## src/rtl/iob_cache_line_fill_pkg.sv

```systemverilog
// -----------------------------------------------------------------------------
// iob_cache_line_fill_pkg
// Shared types and sizing helpers for the cache line-fill controller.
//   fill_state_e  : controller state encoding (IDLE/REQ/RECV/DONE)
//   words_f       : words per line from the line-offset width
//   byte_off_w_f  : byte-offset width of one data word
// -----------------------------------------------------------------------------
package iob_cache_line_fill_pkg;

    typedef enum logic [1:0] {
        IDLE = 2'd0,
        REQ  = 2'd1,
        RECV = 2'd2,
        DONE = 2'd3
    } fill_state_e;

    function automatic int unsigned words_f(input int unsigned line_off_w);
        return 32'd1 << line_off_w;
    endfunction

    function automatic int unsigned byte_off_w_f(input int unsigned data_w);
        return $clog2(data_w / 32'd8);
    endfunction

endpackage

```

## src/rtl/iob_cache_fill_beat_cnt.sv

```systemverilog
// -----------------------------------------------------------------------------
// iob_cache_fill_beat_cnt
// Beat counter selecting the word within the line being refilled.
// Ports:
//   clk_i, arst_n_i : clock, asynchronous active-low reset
//   clr_i           : synchronous clear (start of a fill, aborted fill)
//   en_i            : advance by one beat; wraps to 0 after the last word
//   cnt_o           : current word offset
//   tc_o            : high while cnt_o addresses the last word of the line
// -----------------------------------------------------------------------------
module iob_cache_fill_beat_cnt
    import iob_cache_line_fill_pkg::*;
#(
    parameter int W = 2
) (
    input  logic         clk_i,
    input  logic         arst_n_i,
    input  logic         clr_i,
    input  logic         en_i,
    output logic [W-1:0] cnt_o,
    output logic         tc_o
);

    logic [W-1:0] cnt_r;

    // Word-offset counter; natural wrap on the last beat returns it to 0.
    always_ff @(posedge clk_i or negedge arst_n_i) begin
        if (!arst_n_i) begin
            cnt_r <= '0;
        end else if (clr_i) begin
            cnt_r <= '0;
        end else if (en_i) begin
            cnt_r <= cnt_r + W'(1);
        end else begin
            cnt_r <= cnt_r;
        end
    end

    assign cnt_o = cnt_r;
    assign tc_o  = (cnt_r == W'(words_f(W) - 32'd1));

endmodule

```

## src/rtl/iob_cache_line_fill.sv

```systemverilog
// -----------------------------------------------------------------------------
// iob_cache_line_fill
// Line-refill controller: takes a fill command, issues one burst read to the
// back-end and writes each returned beat into consecutive words of the target
// line of the byte-enable data RAM (all byte enables set).
// Ports:
//   clk_i, arst_n_i                 : clock, asynchronous active-low reset
//   fill_req_i/addr_i/line_i        : fill command (sampled only in IDLE)
//   fill_busy_o, fill_done_o        : busy level, one-cycle completion pulse
//   be_valid_o/addr_o, be_ready_i   : back-end burst request handshake
//   be_rvalid_i, be_rdata_i         : back-end read beats
//   ram_en_o/we_o/addr_o/data_o     : data-RAM write port (registered)
// Optional build macro IOB_CACHE_LINE_FILL_ERR_EN adds be_rerr_i/fill_err_o:
// an error beat is dropped and ends the fill with fill_err_o+fill_done_o.
// -----------------------------------------------------------------------------
module iob_cache_line_fill
    import iob_cache_line_fill_pkg::*;
#(
    parameter int DATA_W     = 32,
    parameter int ADDR_W     = 10,
    parameter int LINE_OFF_W = 2,
    parameter int BE_ADDR_W  = 32
) (
    input  logic                         clk_i,
    input  logic                         arst_n_i,
    input  logic                         fill_req_i,
    input  logic [BE_ADDR_W-1:0]         fill_addr_i,
    input  logic [ADDR_W-LINE_OFF_W-1:0] fill_line_i,
    output logic                         fill_busy_o,
    output logic                         fill_done_o,
`ifdef IOB_CACHE_LINE_FILL_ERR_EN
    input  logic                         be_rerr_i,
    output logic                         fill_err_o,
`endif
    output logic                         be_valid_o,
    output logic [BE_ADDR_W-1:0]         be_addr_o,
    input  logic                         be_ready_i,
    input  logic                         be_rvalid_i,
    input  logic [DATA_W-1:0]            be_rdata_i,
    output logic                         ram_en_o,
    output logic [DATA_W/8-1:0]          ram_we_o,
    output logic [ADDR_W-1:0]            ram_addr_o,
    output logic [DATA_W-1:0]            ram_data_o
);

    localparam int LINE_W  = ADDR_W - LINE_OFF_W;
    localparam int ALIGN_W = LINE_OFF_W + int'(byte_off_w_f(DATA_W));
    // Clears the word and byte offset bits of the back-end address.
    localparam logic [BE_ADDR_W-1:0] ALIGN_MASK =
        ~((BE_ADDR_W'(1) << ALIGN_W) - BE_ADDR_W'(1));

    fill_state_e             state_r, next_state_s;
    logic [LINE_W-1:0]       line_r;
    logic [BE_ADDR_W-1:0]    be_addr_r;
    logic                    busy_r, valid_r, done_r;
    logic                    ram_en_r;
    logic [DATA_W/8-1:0]     ram_we_r;
    logic [ADDR_W-1:0]       ram_addr_r;
    logic [DATA_W-1:0]       ram_data_r;
    logic                    latch_s, cnt_clr_s, cnt_en_s, wr_s, err_s;
    logic                    beat_err_s, tc_s;
    logic [LINE_OFF_W-1:0]   cnt_s;

`ifdef IOB_CACHE_LINE_FILL_ERR_EN
    logic                    err_r;
    assign beat_err_s = be_rerr_i;
`else
    assign beat_err_s = 1'b0;
`endif

    iob_cache_fill_beat_cnt #(
        .W (LINE_OFF_W)
    ) u_beat_cnt (
        .clk_i    (clk_i),
        .arst_n_i (arst_n_i),
        .clr_i    (cnt_clr_s),
        .en_i     (cnt_en_s),
        .cnt_o    (cnt_s),
        .tc_o     (tc_s)
    );

    // Next-state decode and per-cycle control strobes.
    always_comb begin
        next_state_s = state_r;
        latch_s      = 1'b0;
        cnt_clr_s    = 1'b0;
        cnt_en_s     = 1'b0;
        wr_s         = 1'b0;
        err_s        = 1'b0;
        case (state_r)
            IDLE: begin
                if (fill_req_i) begin
                    latch_s      = 1'b1;
                    cnt_clr_s    = 1'b1;
                    next_state_s = REQ;
                end else begin
                    next_state_s = IDLE;
                end
            end
            REQ: begin
                if (be_ready_i) begin
                    next_state_s = RECV;
                end else begin
                    next_state_s = REQ;
                end
            end
            RECV: begin
                if (be_rvalid_i && beat_err_s) begin
                    // Drop the bad beat; restart the offset for the next fill.
                    err_s        = 1'b1;
                    cnt_clr_s    = 1'b1;
                    next_state_s = DONE;
                end else if (be_rvalid_i) begin
                    wr_s     = 1'b1;
                    cnt_en_s = 1'b1;
                    if (tc_s) begin
                        next_state_s = DONE;
                    end else begin
                        next_state_s = RECV;
                    end
                end else begin
                    next_state_s = RECV;
                end
            end
            DONE: begin
                next_state_s = IDLE;
            end
            default: begin
                next_state_s = IDLE;
            end
        endcase
    end

    // State register and status outputs decoded from the next state.
    always_ff @(posedge clk_i or negedge arst_n_i) begin
        if (!arst_n_i) begin
            state_r <= IDLE;
            busy_r  <= 1'b0;
            valid_r <= 1'b0;
            done_r  <= 1'b0;
        end else begin
            state_r <= next_state_s;
            busy_r  <= (next_state_s != IDLE);
            valid_r <= (next_state_s == REQ);
            done_r  <= (next_state_s == DONE);
        end
    end

    // Fill command capture: target line and line-aligned burst address.
    always_ff @(posedge clk_i or negedge arst_n_i) begin
        if (!arst_n_i) begin
            line_r    <= '0;
            be_addr_r <= '0;
        end else if (latch_s) begin
            line_r    <= fill_line_i;
            be_addr_r <= fill_addr_i & ALIGN_MASK;
        end else begin
            line_r    <= line_r;
            be_addr_r <= be_addr_r;
        end
    end

    // RAM write port; address and data hold between writes.
    always_ff @(posedge clk_i or negedge arst_n_i) begin
        if (!arst_n_i) begin
            ram_en_r   <= 1'b0;
            ram_we_r   <= '0;
            ram_addr_r <= '0;
            ram_data_r <= '0;
        end else if (wr_s) begin
            ram_en_r   <= 1'b1;
            ram_we_r   <= '1;
            ram_addr_r <= {line_r, cnt_s};
            ram_data_r <= be_rdata_i;
        end else begin
            ram_en_r   <= 1'b0;
            ram_we_r   <= '0;
            ram_addr_r <= ram_addr_r;
            ram_data_r <= ram_data_r;
        end
    end

`ifdef IOB_CACHE_LINE_FILL_ERR_EN
    // Error flag, pulsed alongside fill_done_o in the DONE cycle.
    always_ff @(posedge clk_i or negedge arst_n_i) begin
        if (!arst_n_i) begin
            err_r <= 1'b0;
        end else begin
            err_r <= err_s;
        end
    end

    assign fill_err_o = err_r;
`else
    logic unused_s;
    assign unused_s = err_s;
`endif

    assign fill_busy_o = busy_r;
    assign fill_done_o = done_r;
    assign be_valid_o  = valid_r;
    assign be_addr_o   = be_addr_r;
    assign ram_en_o    = ram_en_r;
    assign ram_we_o    = ram_we_r;
    assign ram_addr_o  = ram_addr_r;
    assign ram_data_o  = ram_data_r;

endmodule

```

## config.mk

```make
export PLATFORM = sky130hd
export DESIGN_NAME = iob_cache_line_fill
export DESIGN_NICKNAME = d
export VERILOG_FILES = /design/src/rtl/iob_cache_line_fill_pkg.sv /design/src/rtl/iob_cache_fill_beat_cnt.sv /design/src/rtl/iob_cache_line_fill.sv
export SDC_FILE = /design/constraint.sdc
export NUM_CORES = 1
export LEC_CHECK = 0
export ABC_AREA = 1
export CORE_ASPECT_RATIO = 0.6
export CORE_UTILIZATION = 40
export CTS_CLUSTER_DIAMETER = 50
export DETAILED_ROUTE_END_ITERATION = 6
export GPL_ROUTABILITY_DRIVEN = 0
export GPL_TIMING_DRIVEN = 1
export PLACE_DENSITY_LB_ADDON = 0.12
export RECOVER_POWER = 100
export SLEW_MARGIN = 20
export SYNTH_ARGS = -nofsm -noshare
export SYNTH_HDL_FRONTEND = slang
export SYNTH_SLANG_ARGS = --single-unit
```

## constraint.sdc

```tcl
create_clock -name clk_i -period 2.5 [get_ports clk_i]
set_input_delay 0.5 -clock clk_i [delete_from_list [all_inputs] [get_ports clk_i]]
set_output_delay 0.5 -clock clk_i [all_outputs]
set_load 0.02 [all_outputs]
```

==> run_results.csv <==
group,metric,value,unit
outcome,status,"complete, no violations",
timing,layout_min_cycle_time,2060,ps
timing,maxClockFrequency,486,MHz
pwr,switchingPower,0.00254,W
timing,final-setup-viol-count,0,
cts,h-tree-depth,3,
detailed_routing,post_drt_wl_per_cell,12.8,um
worst_setup_path,cp_data_arrival_time,2300,ps
cts,postCtsSetupBuffers,0,
layout,commonest_cells_after_routing_fill_and_taps_aside,"nand2_1 (173), dfrtp_1 (86), dlygate4sd3_1 (81)",
grt,routing_layer_with_the_top_usage_in_global_route,"met2",
synth,syn_inst,365,
worst_setup_path,cp_capture_type,"flip-flop",
grt,overflow,0,
worst_setup_path,worstSetupPathType,"input port to flip-flop",
synth,syn_area_per_cell,9.26,sq um
layout,finish.instance_area,5210,sq um
timing,tightest_slew,1160,ps
floorplan,std_cell_rows,25,
worst_setup_path,r2r_setup_slack,670,ps
worst_hold_path,hp-class,"input port to async pin",
timing,timing.final.hold_violations,0,
worst_setup_path,worstSetupStartpointType,"input port",
cts,cts.sink_count,86,
layout,final_cell_count_without_fillers,621,
timing,fin_worst_skew,6.54,ps
pwr,power_density,1300,nW/um^2
detailed_routing,vias,2780,
grt,routing_usage_on_met2,0.284,
floorplan,floorplan.initialDensity,0.420,
detailed_routing,detail_route.iter0.violations,168,
cts,tritoncts.num_buffers,9,
layout,mostFrequentLayoutCell,"nand2_1",
placement,io_buffers,150,
detailed_routing,dr.pass1.iters,4,
timing,worst_slew_margin_rel,0.228,
placement,hpwl,5.55,mm
cts,cts.reportedPaths.clkPinSlew,60,ps
grt,grt_antenna_before_repair,0,
grt,globalRouteMet3Util,0.101,
cts,clock_root_buffer,"clkbuf_16",
cts,bufs_on_longest_clock_path,2,
synth,yosysSeqAreaShare,0.637,
floorplan,floorplan.io_pins,159,
timing,setup_ws,443,ps
worst_setup_path,critical_path_peak_fanout,36,
grt,via_count_of_the_first_global_routing_pass,2667,
grt,largest_net_degree_at_the_start_of_global_routing,49,
timing,setup_repair_after_global_routing_missed_its_margin,"false",
layout,antenna_cells,0,
timing,fin_tns_setup,0,ps
pwr,clock_power_share,0.221,
pwr,internal_cell_power,0.00422,W
placement,dpl-instance-area,4890,sq um
pwr,sequentialPowerShare,0.351,
synth,synth_area,3380,sq um
synth,postSynthRegisterBits,86,
layout,areaGrowthSynthToFinish,54.1,%
layout,final-seq-area,2150,sq um
detailed_routing,drc,0,
floorplan,core_area,8040,sq um
layout,fillers,664,
layout,multi_input_area,997,sq um
floorplan,die_area,8830,sq um
timing,maxSlewViolCount,0,
worst_setup_path,crit_path_required_time,2750,ps
pwr,combPwrFrac,0.427,
placement,post-place-ws,475,ps
detailed_routing,routed_wl,7.92,mm
grt,grt_first_pass_wirelength,12.9,mm
placement,post-place-cells,605,
grt,use_met1,0.247,
synth,ys_top_cells_by_area,"dfrtp_1 (64%), nand2_1 (19%), nand3_1 (4.7%)",
synth,yosys.cell_types.count,17,
layout,nets,586,
timing,final_hold_slack,387,ps
synth,synth.yosys.warnings,0,
floorplan,die-width,121,um
cts,number_of_buffers_inserted_for_hold_repair_after_clock_tree_synthesis,0,
grt,globalRouteTotalUtil,0.193,
timing,finalCritPeriodShare,0.823,
pwr,max-vdd-ir-drop,0.760,mV
run,cap_violations,0,
pwr,leakage,2.66,nW
pwr,power.switching_fraction,0.375,
cts,tritoncts,"built",
floorplan,chipHeight,73.2,um
cts,cts_resized,0,
layout,drive_above_1_share,0.0507,
cts,clk_latency,330,ps
synth,synth_top_cell_by_area,"dfrtp_1",
detailed_routing,route.antenna.remaining_nets,0,
synth,yosysTopAreaCellShare,0.637,
detailed_routing,vias_per_cell,4.48,
[synthesized netlist by cell type]
cell type  count
a21oi_1        8
buf_2         11
inv_1         13
o21ai_0        9
inv_4          1
conb_1         1
ha_1           1
nor2_2         1
buf_6          2
nand2_1      172
dfrtp_1       86
nand3_1       32
nand3b_1       1
nor2_1        10
nand3_4        1
nand2_2        2
buf_4         14
[cell type report]
class                   instances  share of cell area
clock buffers                  10              0.0440
clock inverters                 6              0.0211
inverters                      14              0.0101
multi-input cells             241               0.191
flip-flops and latches         86               0.413
well taps                     108              0.0259
repair buffers                156               0.294
[worst paths after layout]
| kind | start | to | cells after the start |
|---|---|---|---|
| worst max-delay path | fill_req_i | line_r[5] | 5 |
| worst min-delay path | arst_n_i | be_addr_o[7] | 1 |
| worst max register to register | state_r[1] | line_r[5] | 5 |
| worst min register to register | be_addr_o[15] | be_addr_o[15] | 2 |
| max in group asynchronous | arst_n_i | line_r[1] | 2 |
| min in group clk_i | be_addr_o[15] | be_addr_o[15] | 2 |
[logic make-up (layout without fill, tap and decap cells)]
| kind of cell | Yosys count | count (layout) | share of synthesized area |
|---|---|---|---|
| buffers and inverters | 41 | 186 | 0.0704 |
| flip-flops | 86 | 86 | 0.637 |
| AND/OR/NAND/NOR | 219 | 219 | 0.263 |
| adder cells (fa/ha/maj) | 1 | 1 | 0.00370 |
| other | 1 | 4 | 0.00111 |
| AO/OA/AOI/OAI | 17 | 17 | 0.0252 |
[sequential cells by signal, indices dropped and copies added, names as in the netlist]
name / cells
be_addr_o: 28
be_valid_o: 1
fill_busy_o: 1
fill_done_o: 1
line_r: 8
ram_addr_o: 10
ram_data_o: 32
ram_we_o: 1
state_r: 2
u_beat_cnt.cnt_o: 2
[worst max-delay path: stages]
cell           delay, ps
dlygate4sd3_1        550
nand2_1              370
clkbuf_2             650
nor2_1                80
a21oi_1              140
[metrics by stage]
stage,total power (W),utilization
after global placement,0.00549,0.608
after global routing,0.00724,0.648
final,0.00675,0.648
after CTS,0.00710,0.650
after detailed placement,0.00556,0.608
after floorplan,0.00408,-
[layer usage]
layer | vias up | share of wire
li1 | 1403 | -
met1 | 1277 | 0.46
met2 | 93 | 0.43
met3 | 7 | 0.096
met4 | 0 | 0.0080
met5 | - | 0
[power by group through the flow]
stage	Clock (W)	Sequential, W	Combinational (W)
2_1_floorplan	0	0.00309	0.000988
3_3_place_gp	0	0.00238	0.00311
3_5_place_dp	0	0.00241	0.00315
4_1_cts	0.00154	0.00240	0.00316
5_1_grt	0.00160	0.00246	0.00317
6_report	0.00149	0.00237	0.00289
Power figures use the tool's default switching activity.
